$ cat config.mk
export PLATFORM = sky130hd
export DESIGN_NAME = clkdiv_ctrl_flat
export DESIGN_NICKNAME = d
export VERILOG_FILES = /design/src/rtl/clkdiv_ctrl_if.sv /design/src/rtl/clkdiv_ctrl.sv /design/src/flat_wrapper.sv
export SDC_FILE = /design/constraint.sdc
export NUM_CORES = 1
export LEC_CHECK = 0
export CAP_MARGIN = 20
export CORE_MARGIN = 2
export CORE_UTILIZATION = 29
export DETAILED_ROUTE_END_ITERATION = 10
export PLACE_DENSITY_LB_ADDON = 0.15
export SETUP_SLACK_MARGIN = 0.3
export SKIP_LAST_GASP = 1
export SLEW_MARGIN = 20
export SYNTH_ARGS = -nofsm -noshare
export SYNTH_HDL_FRONTEND = slang
export SYNTH_SLANG_ARGS = --single-unit
$ cat constraint.sdc
create_clock -name in_clk -period 3.02 [get_ports in_clk]
set_input_delay 0.453 -clock in_clk [delete_from_list [all_inputs] [get_ports in_clk]]
set_output_delay 0.453 -clock in_clk [all_outputs]
set_load 0.03 [all_outputs]
$ cat src/rtl/clkdiv_ctrl_if.sv
// Control interface for clkdiv_ctrl: run request plus the half-period
// configuration valid/ready handshake.
interface clkdiv_ctrl_if #(
    parameter int unsigned CNT_W = 8
);
    logic             en;
    logic             cfg_valid;
    logic             cfg_ready;
    logic [CNT_W-1:0] div_val;

    // Power-management / config side
    modport master (
        output en,
        output cfg_valid,
        output div_val,
        input  cfg_ready
    );

    // Divider side
    modport slave (
        input  en,
        input  cfg_valid,
        input  div_val,
        output cfg_ready
    );
endinterface

$ cat src/rtl/clkdiv_ctrl.sv
// Glitch-free programmable clock divider controller.
// out_clk toggles every cur_div in_clk cycles. Gating (en) and ratio changes
// only take effect at the end of a low phase, so the consumers never see a
// runt pulse. Defining CLKDIV_CTRL_CNT_EN adds a 16-bit out_clk rise counter
// on the out_cycles port.
module clkdiv_ctrl #(
    parameter int unsigned CNT_W       = 8,
    parameter int unsigned DEFAULT_DIV = 1
) (
    input  logic         in_clk,
    input  logic         reset,
    clkdiv_ctrl_if.slave ctrl,
    output logic         out_clk,
    output logic         active
`ifdef CLKDIV_CTRL_CNT_EN
    ,
    output logic [15:0]  out_cycles
`endif
);

    // A zero default would stall the counter, so it is treated as 1 like div_val.
    localparam logic [CNT_W-1:0] DefDiv = (DEFAULT_DIV == 0) ? CNT_W'(1) : CNT_W'(DEFAULT_DIV);

    typedef enum logic [1:0] {
        StOff,
        StRun,
        StStopPend
    } state_e;

    state_e           state_q, state_d;
    logic             out_clk_q, out_clk_d;
    logic             active_q, active_d;
    logic [CNT_W-1:0] half_cnt_q, half_cnt_d;
    logic [CNT_W-1:0] cur_div_q, cur_div_d;
    logic [CNT_W-1:0] pend_div_q, pend_div_d;
    logic             pend_vld_q, pend_vld_d;

    logic             cfg_xfer;
    logic             half_last;
    logic [CNT_W-1:0] div_req;

    assign cfg_xfer  = ctrl.cfg_valid && !pend_vld_q;
    // cur_div is never zero, so cur_div-1 cannot wrap.
    assign half_last = (half_cnt_q == (cur_div_q - CNT_W'(1)));
    assign div_req   = (ctrl.div_val == '0) ? CNT_W'(1) : ctrl.div_val;

    // Next-state: phase counting, period-boundary gating and config staging
    always_comb begin
        state_d    = state_q;
        out_clk_d  = out_clk_q;
        half_cnt_d = half_cnt_q;
        cur_div_d  = cur_div_q;
        pend_div_d = pend_div_q;
        pend_vld_d = pend_vld_q;

        case (state_q)
            StOff: begin
                half_cnt_d = '0;
                out_clk_d  = 1'b0;
                if (ctrl.en) begin
                    // First period runs on the old ratio; a pending value waits
                    // for the first boundary.
                    state_d   = StRun;
                    out_clk_d = 1'b1;
                end else if (pend_vld_q) begin
                    cur_div_d  = pend_div_q;
                    pend_vld_d = 1'b0;
                end
            end
            StRun, StStopPend: begin
                state_d = ctrl.en ? StRun : StStopPend;
                if (half_last) begin
                    half_cnt_d = '0;
                    if (out_clk_q) begin
                        out_clk_d = 1'b0;
                    end else begin
                        // End of low phase: the only point where ratio or gating changes.
                        if (pend_vld_q) begin
                            cur_div_d  = pend_div_q;
                            pend_vld_d = 1'b0;
                        end
                        if (state_q == StStopPend) begin
                            state_d   = StOff;
                            out_clk_d = 1'b0;
                        end else begin
                            out_clk_d = 1'b1;
                        end
                    end
                end else begin
                    half_cnt_d = half_cnt_q + CNT_W'(1);
                end
            end
            default: begin
                state_d    = StOff;
                out_clk_d  = 1'b0;
                half_cnt_d = '0;
            end
        endcase

        // pend_vld was clear, so this never collides with a boundary apply above.
        if (cfg_xfer) begin
            pend_div_d = div_req;
            pend_vld_d = 1'b1;
        end
    end

    assign active_d = (state_d != StOff);

    // State and datapath registers with synchronous reset
    always_ff @(posedge in_clk) begin
        if (reset) begin
            state_q    <= StOff;
            out_clk_q  <= 1'b0;
            active_q   <= 1'b0;
            half_cnt_q <= '0;
            cur_div_q  <= DefDiv;
            pend_div_q <= DefDiv;
            pend_vld_q <= 1'b0;
        end else begin
            state_q    <= state_d;
            out_clk_q  <= out_clk_d;
            active_q   <= active_d;
            half_cnt_q <= half_cnt_d;
            cur_div_q  <= cur_div_d;
            pend_div_q <= pend_div_d;
            pend_vld_q <= pend_vld_d;
        end
    end

    assign out_clk        = out_clk_q;
    assign active         = active_q;
    assign ctrl.cfg_ready = !pend_vld_q;

`ifdef CLKDIV_CTRL_CNT_EN
    logic [15:0] out_cycles_q;

    // Count out_clk rising edges, wrapping at 16 bits
    always_ff @(posedge in_clk) begin
        if (reset) begin
            out_cycles_q <= '0;
        end else if (!out_clk_q && out_clk_d) begin
            out_cycles_q <= out_cycles_q + 16'd1;
        end
    end

    assign out_cycles = out_cycles_q;
`else
    // No rise counter in this build.
`endif

endmodule

$ cat src/flat_wrapper.sv
// flat-port wrapper written by rule: the top's interface ports become plain ports
module clkdiv_ctrl_flat 
#(
    parameter int unsigned CNT_W       = 8,
    parameter int unsigned DEFAULT_DIV = 1
)
  (in_clk, reset, out_clk, active, ctrl_en, ctrl_cfg_valid, ctrl_div_val, ctrl_cfg_ready);
  clkdiv_ctrl_if #(.CNT_W(CNT_W)) ctrl_i ();
  input  logic in_clk;
  input  logic reset;
  output logic out_clk;
  output logic active;
  input wire logic [$bits(ctrl_i.en)-1:0] ctrl_en;
  input wire logic [$bits(ctrl_i.cfg_valid)-1:0] ctrl_cfg_valid;
  input wire logic [$bits(ctrl_i.div_val)-1:0] ctrl_div_val;
  output wire logic [$bits(ctrl_i.cfg_ready)-1:0] ctrl_cfg_ready;
  assign ctrl_i.en = ctrl_en;
  assign ctrl_i.cfg_valid = ctrl_cfg_valid;
  assign ctrl_i.div_val = ctrl_div_val;
  assign ctrl_cfg_ready = ctrl_i.cfg_ready;
  clkdiv_ctrl #(.CNT_W(CNT_W), .DEFAULT_DIV(DEFAULT_DIV)) u_core (.in_clk(in_clk), .reset(reset), .ctrl(ctrl_i), .out_clk(out_clk), .active(active));
endmodule
==> summary.txt, run 1 <==
Outcome
  • Status: finished clean

GRT
  • First-pass GRT wire length: 5540 µm
  • Vias in the first global route: 1,257
  • Gr ovfl total: 0
  • Largest net degree at the start of global routing: 16
  • All-Layer GR Usage: 11.5%
  • Initial antenna violation count: 0

Cells and area
  • Area grow syn2layout: 20.8%
  • Final Non-Filler Cells: 269
  • Most frequent cells in the layout: nand2_1, dfxtp_1, nor2_1, clkdlybuf4s50_1, a21oi_1
  • Commonest non-fill, non-tap cell in the layout: nand2_1
  • Diode count: 0
  • Final Net Count: 215
  • Layout cells sized above 1: 9.55%

Setup path
  • Reg-to-reg endpoint: u_core.active$_SDFF_PP0_
  • Critical Path RT: 3.15 ns
  • WS Path Type: reg -> reg
  • CP Launch Type: register
  • Worst reg2reg setup slack: 0.61 ns
  • Worst Path Max Fanout: 7
  • Worst reg-to-reg path cell count: 8
  • CP arrival: 2.54 ns
  • Worst Setup End Kind: register
  • Reg2reg start: u_core.cur_div_q[0]$_SDFFE_PP1P_

Floorplan
  • Row cnt: 26
  • Core Region: 5140 µm²
  • Die Ht: 77.0 µm
  • Starting Density: 30.1%
  • Die Wd: 77.0 µm
  • Die area: 5930 µm²
  • I/O pin count: 15

Power and ir drop
  • Design Power: 1.06 mW
  • Switch share: 27.6%
  • Clock power frac: 39.2%
  • Sequential share of power: 40.6%
  • Pint: 0.767 mW
  • P_sw: 0.292 mW
  • Comb pwr share: 20.2%
  • Power per cell area: 567 nW/µm²
  • LEAKAGE: 0.679 nW
  • Peak VDD IR: 0.000277 V

Timing
  • Fin crit period: 2.41 ns
  • Final setup viols: 0
  • Tcrit/Tclk final: 79.8%
  • Fmax: 415 MHz
  • Actual slew at the worst max-slew pin: 0.497 ns
  • Fin. max-slew vios: 0
  • Setup TNS: 0 ns
  • Setup ws final: 0.611 ns
  • Skew final: 0.00978 ns
  • Final hold violations: 0
  • RSZ-0062 raised after global routing: no
  • Relative slew margins: 66.8%

Synthesis
  • Leading area contributor after synthesis: dfxtp_1
  • Average size of a mapped cell: 8.45 µm²
  • Distinct cells, synth: 38
  • Post-Synthesis Cell Area: 1550 µm²
  • Synth Instances: 183
  • Synth Warn #: 0
  • Ranking of synthesized cells by area: dfxtp_1, nand2_1, mux2i_1
  • Synthesis-stage register bit count: 29
  • Area share of the leading cell type in the synthesized netlist: 37.5%
  • Sequential area share after synthesis: 37.5%
  • Post-Syn Nets: 200

Clocking
  • Reg clk slew, reported paths: 0.06 ns
  • CTS resizes: 0
  • Root Driver: clkbuf_8
  • CTS Buf Count: 5
  • CTS tree: built
  • Htree depth: 2
  • Clock tree buffer depth: 2
  • CTS Hold Buffers Added: 0
  • Post-CTS setup buffer count: 0
  • Clk_lat worst skew: 0.28 ns
  • CTS sink count: 29

Placed design
  • DP Worst Slack: 0.626 ns
  • Gp weighted congestion: 0.810
  • Hpwl dp: 2410 µm
  • Number of buffers added on ports: 14
  • Post-Place Cells: 261

Detailed routing
  • Pre-antenna DRT Iters: 4
  • DR DRC count: 0
  • Iteration-0 DRC Markers: 42
  • Final WL: 3090 µm
  • Vias/cell: 4.79
  • Wire per inst: 11.5 µm
  • Antenna-violating nets left: 0
  • Via count: 1,288

Min path
  • Hold EP: u_core.pend_div_q[3]$_SDFFE_PP0P_
  • Hold Crit Depth: 2
  • Hold_sp: u_core.pend_div_q[3]$_SDFFE_PP0P_
  • Min-delay worst type: reg -> reg

Run
  • MaxCap Viol Count: 0
-- worst max-delay path by stage --
stage                                     start                        endpoint  slack (ns)  cells past startpoint
2_1_floorplan  u_core.cur_div_q[0]$_SDFFE_PP1P_  u_core.pend_vld_q$_SDFFE_PP0P_        0.82                      9
3_3_place_gp   u_core.cur_div_q[0]$_SDFFE_PP1P_  u_core.pend_vld_q$_SDFFE_PP0P_        0.68                      8
3_5_place_dp   u_core.cur_div_q[0]$_SDFFE_PP1P_        u_core.active$_SDFF_PP0_        0.63                      8
4_1_cts        u_core.cur_div_q[0]$_SDFFE_PP1P_        u_core.active$_SDFF_PP0_        0.60                      8
5_1_grt        u_core.cur_div_q[0]$_SDFFE_PP1P_        u_core.active$_SDFF_PP0_        0.37                      8
6_report       u_core.cur_div_q[0]$_SDFFE_PP1P_        u_core.active$_SDFF_PP0_        0.61                      8
-- synth_stat cells, drive strengths merged --
library cell  number
and3               2
a311oi             1
o311ai             1
nand4              1
o2111ai            1
a21oi             13
nor4               2
ha                 5
a2111oi            1
clkinv             1
nor3               5
o21ai              4
buf                1
o21a               1
o41ai              1
nand3             10
inv               10
dfxtp             29
nor3b              3
nor2              14
a31oi              1
a41o               1
mux2i              9
xor2               9
a211o              1
nand2             32
clkbuf             7
or4                2
and2               1
nor2b              1
xnor2              6
or2b               2
o21bai             1
and4bb             1
o211ai             3
-- flip-flops by register name, summed over array words and instances (netlist names) --
name / flops
u_core.state_q: 2
u_core.cur_div_q: 8
u_core.out_clk: 1
u_core.pend_vld_q: 1
u_core.half_cnt_q: 8
u_core.pend_div_q: 8
u_core.active: 1
-- logic make-up (layout without fill, tap and decap cells) --
family          count (synthesis)  after routing  share of synthesized area [%]
mux                             9              9                           5.83
flops                          29             29                           37.5
compound gates                 30             30                           15.3
xor+xnor                       15             15                           8.50
buf+inv                        19             35                           5.34
fa+ha+maj                       5              5                           4.05
simple gates                   76             76                           23.5
-- stage by stage --
step	hold WS [ns]	util (%)	instance area (µm²)
after floorplan	0.437	-	1550
after global placement	0.452	34.0	1750
after detailed placement	0.450	34.0	1750
after CTS	0.459	36.3	1870
after global routing	0.488	36.3	1870
final	0.458	36.3	1870
-- power by group through the flow --
| stage | registers, mW | clock network [mW] | logic [mW] |
|---|---|---|---|
| 5_1_grt | 0.434 | 0.452 | 0.236 |
| 3_5_place_dp | 0.439 | 0 | 0.214 |
| 4_1_cts | 0.430 | 0.426 | 0.215 |
| 3_3_place_gp | 0.438 | 0 | 0.210 |
| 6_report | 0.430 | 0.415 | 0.214 |
| 2_1_floorplan | 0.447 | 0 | 0.139 |
-- worst max-delay path, cell delays in order (launching register included) --
cell and delay (ns):
dfxtp_1 0.43, inv_1 0.07, ha_1 0.29, o21bai_1 0.19, a211o_2 0.33, a21oi_1 0.20
o211ai_1 0.24, o311ai_2 0.37, o21ai_0 0.15
-- cell type report --
class,instances,area [µm²]
sequential,29,581
timing repair buffer,16,155
clock buffer,6,82.6
fill,560,3270
tap,70,87.6
inverter,11,41.3
clock inverter,2,37.5
multi-input combinational,135,883
-- per-layer routing --
layer  routed length (µm)  global-route usage (%)  part of all wire [%]  vias to the layer above
li1                     -                       -                     -                      657
met1                 1460                    14.2                    47                      610
met2                 1470                    18.7                    48                       16
met3                   98                    3.41                   3.2                        5
met4                   55                    5.18                   1.8                        0
met5                    0                       0                     0                        -
Power figures use the tool's default switching activity.
==> run 2, diff against run 1 <==
clock period = 2.4 ns   (was 3.02 ns; I/O delays follow)
==> run 2 against run 1 <==
  * Register-to-register slack got worse by 0.28 ns
  * Die area did not move
  * Non-clock buffer count rose by 7
  * Final area rose by 6.3%
  * Flip-flop and latch count did not move
  * Worst hold slack improved by 0.0040 ns
  * Critical endpoint is now u_core.cur_div_q[3]$_SDFFE_PP0P_
  * Highest routed layer unchanged
==> summary.txt, run 2 (same netlist as run 1, synthesis figures left out) <==
Floorplan
  • Starting Density: 30.1% (unchanged)
  • Core Region: 5140 µm² (unchanged)
  • Die Wd: 77.0 µm (unchanged)
  • Die Ht: 77.0 µm (unchanged)
  • I/O pin count: 15 (unchanged)
  • Row cnt: 26 (unchanged)
  • Die area: 5930 µm² (unchanged)

Detailed routing
  • Antenna-violating nets left: 0 (unchanged)
  • Pre-antenna DRT Iters: 4 (unchanged)
  • DR DRC count: 0 (unchanged)
  • Iteration-0 DRC Markers: 48 (+14%)
  • Wire per inst: 11.9 µm (+3.9%)
  • Final WL: 3290 µm (+6.6%)
  • Via count: 1,309 (+1.6%)
  • Vias/cell: 4.74 (-0.95%)

Timing
  • Fin. max-slew vios: 0 (unchanged)
  • Fmax: 483 MHz (+16%)
  • Tcrit/Tclk final: 86.3% (+6.5 points)
  • Skew final: 0.00832 ns (-0.00146 ns)
  • Final setup viols: 0 (unchanged)
  • Setup ws final: 0.328 ns (-0.282 ns)
  • Fin crit period: 2.07 ns (-0.338 ns)
  • Final hold violations: 0 (unchanged)
  • RSZ-0062 raised after global routing: yes
  • Setup TNS: 0 ns (unchanged)
  • Actual slew at the worst max-slew pin: 0.523 ns (+0.0253 ns)
  • Relative slew margins: 65.1% (-1.7 points)

Cells and area
  • Diode count: 0 (unchanged)
  • Most frequent cells in the layout: nand2_1, dfxtp_1, nor2_1, clkdlybuf4s50_1, a21oi_1
  • Final Net Count: 222 (+3.3%)
  • # fillers: 562 (+0.36%)
  • Layout cells sized above 1: 18.4% (+8.9 points)
  • Area grow syn2layout: 28.4%
  • Commonest non-fill, non-tap cell in the layout: nand2_1
  • Top Registers: u_core.cur_div_q: 8 flops, u_core.half_cnt_q: 8 flops, u_core.pend_div_q: 8 flops
  • Post-route cell area: 1990 µm² (+6.3%)

Power and ir drop
  • Pint: 0.989 mW (+29%)
  • P_sw: 0.375 mW (+28%)
  • Comb pwr share: 22.9% (+2.7 points)
  • LEAKAGE: 0.729 nW (+7.3%)
  • Peak VDD IR: 0.000436 V (+58%)
  • Power per cell area: 687 nW/µm² (+21%)
  • Sequential share of power: 39.4% (-1.2 points)
  • Switch share: 27.5% (-0.11 points)
  • Clock power frac: 37.7% (-1.5 points)

GRT
  • Initial antenna violation count: 0 (unchanged)
  • All-Layer GR Usage: 12.3% (+0.71 points)
  • First-pass GRT wire length: 5840 µm (+5.4%)
  • Largest net degree at the start of global routing: 18 (+2)
  • Gr ovfl total: 0 (unchanged)
  • Vias in the first global route: 1,264 (+0.56%)

Clocking
  • Clock tree buffer depth: 2 (unchanged)
  • CTS Hold Buffers Added: 0 (unchanged)
  • Root Driver: clkbuf_8
  • Htree depth: 2 (unchanged)
  • Reg clk slew, reported paths: 0.06 ns (about the same)
  • Clk_lat worst skew: 0.28 ns (about the same)
  • CTS sink count: 29 (unchanged)
  • CTS tree: built
  • CTS Buf Count: 5 (unchanged)

Setup path
  • WS Path Type: reg -> reg
  • Worst Path Max Fanout: 8 (+1)
  • Crit-path cells: or4_4, o41ai_4, o2111ai_2, a21oi_4, buf_12, mux2i_1
  • CP peak stage delay: 0.56 ns (+0.13 ns)
  • CP Launch Type: register
  • Critical-path top delay cell: or4_4
  • CP arrival: 2.27 ns (-0.27 ns)
  • Worst reg2reg setup slack: 0.33 ns (-0.28 ns)
  • Critical Path RT: 2.60 ns (-0.55 ns)
  • Worst Setup End Kind: register

Placed design
  • Hpwl dp: 2460 µm (+2.0%)
  • Gp weighted congestion: 0.840 (+3.7%)
  • DP Worst Slack: 0.146 ns (-0.480 ns)
  • Placed inst area: 1790 µm² (+2.4%)
  • Number of buffers added on ports: 14 (unchanged)

Outcome
  • Status: finished clean

Run
  • MaxCap Viol Count: 0 (unchanged)

Min path
  • Min-delay worst type: reg -> reg
[run 2: changes by cell type in the layout (fill, tap and decap cells not counted), moves of 2 or more]
cell,previous run,this run
a21oi_1,12,10
dfxtp_2,0,2
a21oi_2,0,2
o21ai_1,0,2
buf_4,2,8
dfxtp_4,0,3
o21ai_0,4,2
dfxtp_1,29,24
[run 2: final timing paths]
kind,cells past startpoint,start,end
worst max-delay path,6,u_core.cur_div_q[2]$_SDFFE_PP0P_,u_core.cur_div_q[3]$_SDFFE_PP0P_
worst min-delay path,2,u_core.pend_div_q[2]$_SDFFE_PP0P_,u_core.cur_div_q[2]$_SDFFE_PP0P_
worst max register to register,6,u_core.cur_div_q[2]$_SDFFE_PP0P_,u_core.cur_div_q[3]$_SDFFE_PP0P_
worst min register to register,2,u_core.pend_div_q[2]$_SDFFE_PP0P_,u_core.cur_div_q[2]$_SDFFE_PP0P_
[run 2: per-layer routing]
metal  vias up  part of all wire [%]  global-route usage (%)  wire length (µm)
met5         -                     0                       0                 0
met4         0                   2.0                    5.36                65
met3         7                   3.4                    3.41               111
met2        16                    47                    18.9              1550
met1       614                    48                    16.0              1560
li1        672                     -                       -                 -
[run 2: critical path, delay by kind of cell (launching register included)]
family                 cells  cell delay, ns
muxes                      1            0.19
DFF                        1            0.32
AOI/OAI and AO/OA          3            0.79
buffers and inverters      1            0.15
and+or+nand+nor            1            0.56
[run 2: area by class of cell]
cell class / count / area (µm²) / share of cell area, %
clock buffers: 7 / 86.3 / 4.35
clock inverters: 1 / 30.0 / 1.51
inverters: 11 / 41.3 / 2.08
multi-input cells: 135 / 926 / 46.6
flip-flops and latches: 29 / 594 / 29.9
well taps: 70 / 87.6 / 4.41
repair buffers: 23 / 220 / 11.1
[run 2: timing repair]
item,4_1_cts,5_1_grt
setup endpoints to repair,20,21
buffers inserted,2,1
resized for setup,7,9
endpoints found under the hold margin,0,0
pin swaps,3,13
[run 2: power by group through the flow]
stage | registers (mW) | clock network, mW | logic (mW)
detailed placement | 0.551 | 0 | 0.280
global placement | 0.550 | 0 | 0.275
floorplan | 0.562 | 0 | 0.182
finish | 0.538 | 0.514 | 0.312
CTS | 0.540 | 0.529 | 0.304
global route | 0.542 | 0.562 | 0.344
[run 2: stage by stage]
step	utilization [%]	std cells	total power, mW	hold slack, ns
CTS	38.0	275	1.37	0.462
finish	38.6	276	1.36	0.462
detailed placement	34.8	265	0.830	0.453
floorplan	-	183	0.744	0.429
global route	38.6	276	1.45	0.491
global placement	34.8	265	0.825	0.450
==> run 3, diff against run 2 <==
TNS_END_PERCENT = 1   (was not set)
==> run 3 against run 2 <==
  * Critical path depth is 1 higher
  * Largest power group unchanged
  * Die area did not move
  * First-iteration DRC count rose by 48%
==> summary.txt, run 3 (same netlist as run 1, synthesis figures left out) <==
Clocking
  • Root Driver: clkbuf_8
  • CTS tree: built
  • CTS sink count: 29 (unchanged)
  • Clk_lat worst skew: 0.28 ns (about the same)
  • CTS Buf Count: 5 (unchanged)
  • Htree depth: 2 (unchanged)
  • Reg clk slew, reported paths: 0.07 ns (about the same)
  • Clock tree buffer depth: 2 (unchanged)
  • CTS Hold Buffers Added: 0 (unchanged)

Timing
  • Actual slew at the worst max-slew pin: 0.527 ns (+0.00448 ns)
  • Fin crit period: 2.14 ns (+0.0715 ns)
  • Skew final: 0.00912 ns (+0.000799 ns)
  • Final setup viols: 0 (unchanged)
  • WHS: 0.462 ns (+0.000212 ns)
  • Setup ws final: 0.257 ns (-0.0715 ns)
  • Fin. max-slew vios: 0 (unchanged)
  • Setup TNS: 0 ns (unchanged)
  • Relative slew margins: 64.8% (-0.30 points)
  • Fmax: 467 MHz (-3.3%)
  • Tcrit/Tclk final: 89.3% (+3.0 points)
  • RSZ-0062 raised after global routing: yes
  • Final hold violations: 0 (unchanged)

Detailed routing
  • Via count: 1,300 (-0.69%)
  • Final WL: 3310 µm (+0.61%)
  • Iteration-0 DRC Markers: 71 (+48%)
  • Antenna-violating nets left: 0 (unchanged)
  • Pre-antenna DRT Iters: 4 (unchanged)
  • Vias/cell: 4.69 (-1.0%)
  • DR DRC count: 0 (unchanged)
  • Wire per inst: 12.0 µm (+0.24%)

Floorplan
  • Die Ht: 77.0 µm (unchanged)
  • Row cnt: 26 (unchanged)
  • Die Wd: 77.0 µm (unchanged)
  • Core Region: 5140 µm² (unchanged)
  • I/O pin count: 15 (unchanged)
  • Die area: 5930 µm² (unchanged)
  • Starting Density: 30.1% (unchanged)

Cells and area
  • Layout cells sized above 1: 18.8% (+0.39 points)
  • Seq. cell area: 589 µm² (-0.84%)
  • Commonest non-fill, non-tap cell in the layout: nand2_1
  • Diode count: 0 (unchanged)
  • Util after Layout: 39.2% (+0.61 points)
  • Final Net Count: 223 (+0.45%)
  • # fillers: 554 (-1.4%)
  • Multi-input combinational cell area: 955 µm² (+3.1%)
  • Top Registers: u_core.cur_div_q: 8 flops, u_core.half_cnt_q: 8 flops, u_core.pend_div_q: 8 flops
  • Post-route cell area: 2020 µm² (+1.6%)
  • Most frequent cells in the layout: nand2_1, dfxtp_1, clkdlybuf4s50_1, a21oi_1, inv_1
  • Area grow syn2layout: 30.4%

Setup path
  • Reg2reg start: u_core.cur_div_q[2]$_SDFFE_PP0P_
  • Worst reg2reg setup slack: 0.26 ns (-0.07 ns)
  • Worst Path Max Fanout: 8 (unchanged)
  • Worst reg-to-reg path cell count: 7 (+1)
  • Crit-path leading delay family: simple AND/OR/NAND/NOR gates
  • CP arrival: 2.35 ns (+0.08 ns)
  • CP bufs+invs: 1 (unchanged)
  • CP most frequent cell: o211ai_1
  • CP Launch Type: register
  • CP peak stage delay: 0.57 ns (about the same)
  • Critical-path top delay cell: or4_4
  • WS Path Type: reg -> reg
  • Crit. path cell count: 7 (+1)
  • Reg-to-reg endpoint: u_core.half_cnt_q[2]$_SDFF_PP0_
  • Critical Path RT: 2.60 ns (about the same)
  • Worst Setup End Kind: register
  • Crit-path cells: or4_4, o211ai_1, a21oi_4, o211ai_1, buf_4, nand3_4, nor2_1

Power and ir drop
  • Peak VDD IR: 0.000437 V (about the same)
  • LEAKAGE: 0.736 nW (+0.94%)
  • Power per cell area: 685 nW/µm² (-0.28%)

Min path
  • Hold Crit Depth: 2 (unchanged)
  • Min-delay worst type: reg -> reg
  • Hold_sp: u_core.pend_div_q[1]$_SDFFE_PP0P_
  • Hold EP: u_core.pend_div_q[1]$_SDFFE_PP0P_

Placed design
  • Hpwl dp: 2460 µm (unchanged)
  • DP Worst Slack: 0.146 ns (unchanged)
  • Placed inst area: 1790 µm² (unchanged)
  • Gp weighted congestion: 0.840 (unchanged)
  • Number of buffers added on ports: 14 (unchanged)

GRT
  • Initial antenna violation count: 0 (unchanged)
  • Vias in the first global route: 1,248 (-1.3%)
  • All-Layer GR Usage: 12.1% (-0.15 points)
  • Largest net degree at the start of global routing: 18 (unchanged)
  • First-pass GRT wire length: 5760 µm (-1.3%)
  • Gr ovfl total: 0 (unchanged)

Run
  • MaxCap Viol Count: 0 (unchanged)

Outcome
  • Status: finished clean
[run 3: cell types whose count changed in the layout (fill, tap and decap cells not counted), sizes merged]
cell	change
buf	+1
[run 3: worst max-delay path by stage]
stage / start / endpoint
after floorplan: u_core.cur_div_q[0]$_SDFFE_PP1P_ / u_core.cur_div_q[0]$_SDFFE_PP1P_
after global placement: u_core.cur_div_q[0]$_SDFFE_PP1P_ / u_core.cur_div_q[3]$_SDFFE_PP0P_
after detailed placement: u_core.cur_div_q[0]$_SDFFE_PP1P_ / u_core.cur_div_q[3]$_SDFFE_PP0P_
after CTS: u_core.cur_div_q[0]$_SDFFE_PP1P_ / u_core.cur_div_q[3]$_SDFFE_PP0P_
after global routing: u_core.cur_div_q[2]$_SDFFE_PP0P_ / u_core.active$_SDFF_PP0_
final: u_core.cur_div_q[2]$_SDFFE_PP0P_ / u_core.half_cnt_q[2]$_SDFF_PP0_
[run 3: final cells by class]
type	count	share of cell area [%]
Multi-Input combinational cell	135	47.3
Sequential cell	29	29.2
Timing Repair Buffer	24	11.3
Tap cell	70	4.34
Clock buffer	7	4.28
Inverter	11	2.05
Clock inverter	1	1.49
[run 3: tightest hold or removal path: cells and delay by family (launching register included)]
kind,cells,cell delay (ns)
AND/OR/NAND/NOR,1,0.05
flip-flops,1,0.31
AO/OA/AOI/OAI,1,0.05
[run 3: stage by stage]
step	std cells	total power, mW
after CTS	274	1.36
after detailed placement	265	0.830
after global placement	265	0.825
final	277	1.38
after global routing	277	1.47
after floorplan	183	0.744
[run 3: metal layers]
metal | wire, µm | up-vias | share of wire (%) | track usage, %
li1 | - | 673 | - | -
met3 | 94 | 7 | 2.8 | 3.41
met4 | 65 | 0 | 2.0 | 5.36
met5 | 0 | - | 0 | 0
met2 | 1570 | 12 | 47 | 18.5
met1 | 1580 | 608 | 48 | 15.9
[run 3: power breakdown]
group          total, mW  leakage, nW  switching (mW)  internal [mW]
logic              0.328        0.440           0.178          0.149
clock network      0.516       0.0585           0.178          0.338
registers          0.538        0.238          0.0271          0.511
[run 3: timing repair]
item                       4_1_cts  5_1_grt
buffers inserted                 1        3
hold endpoints to repair         0        0
resized for setup                4       14
setup endpoints to repair       20       21
pin swaps                        1       13
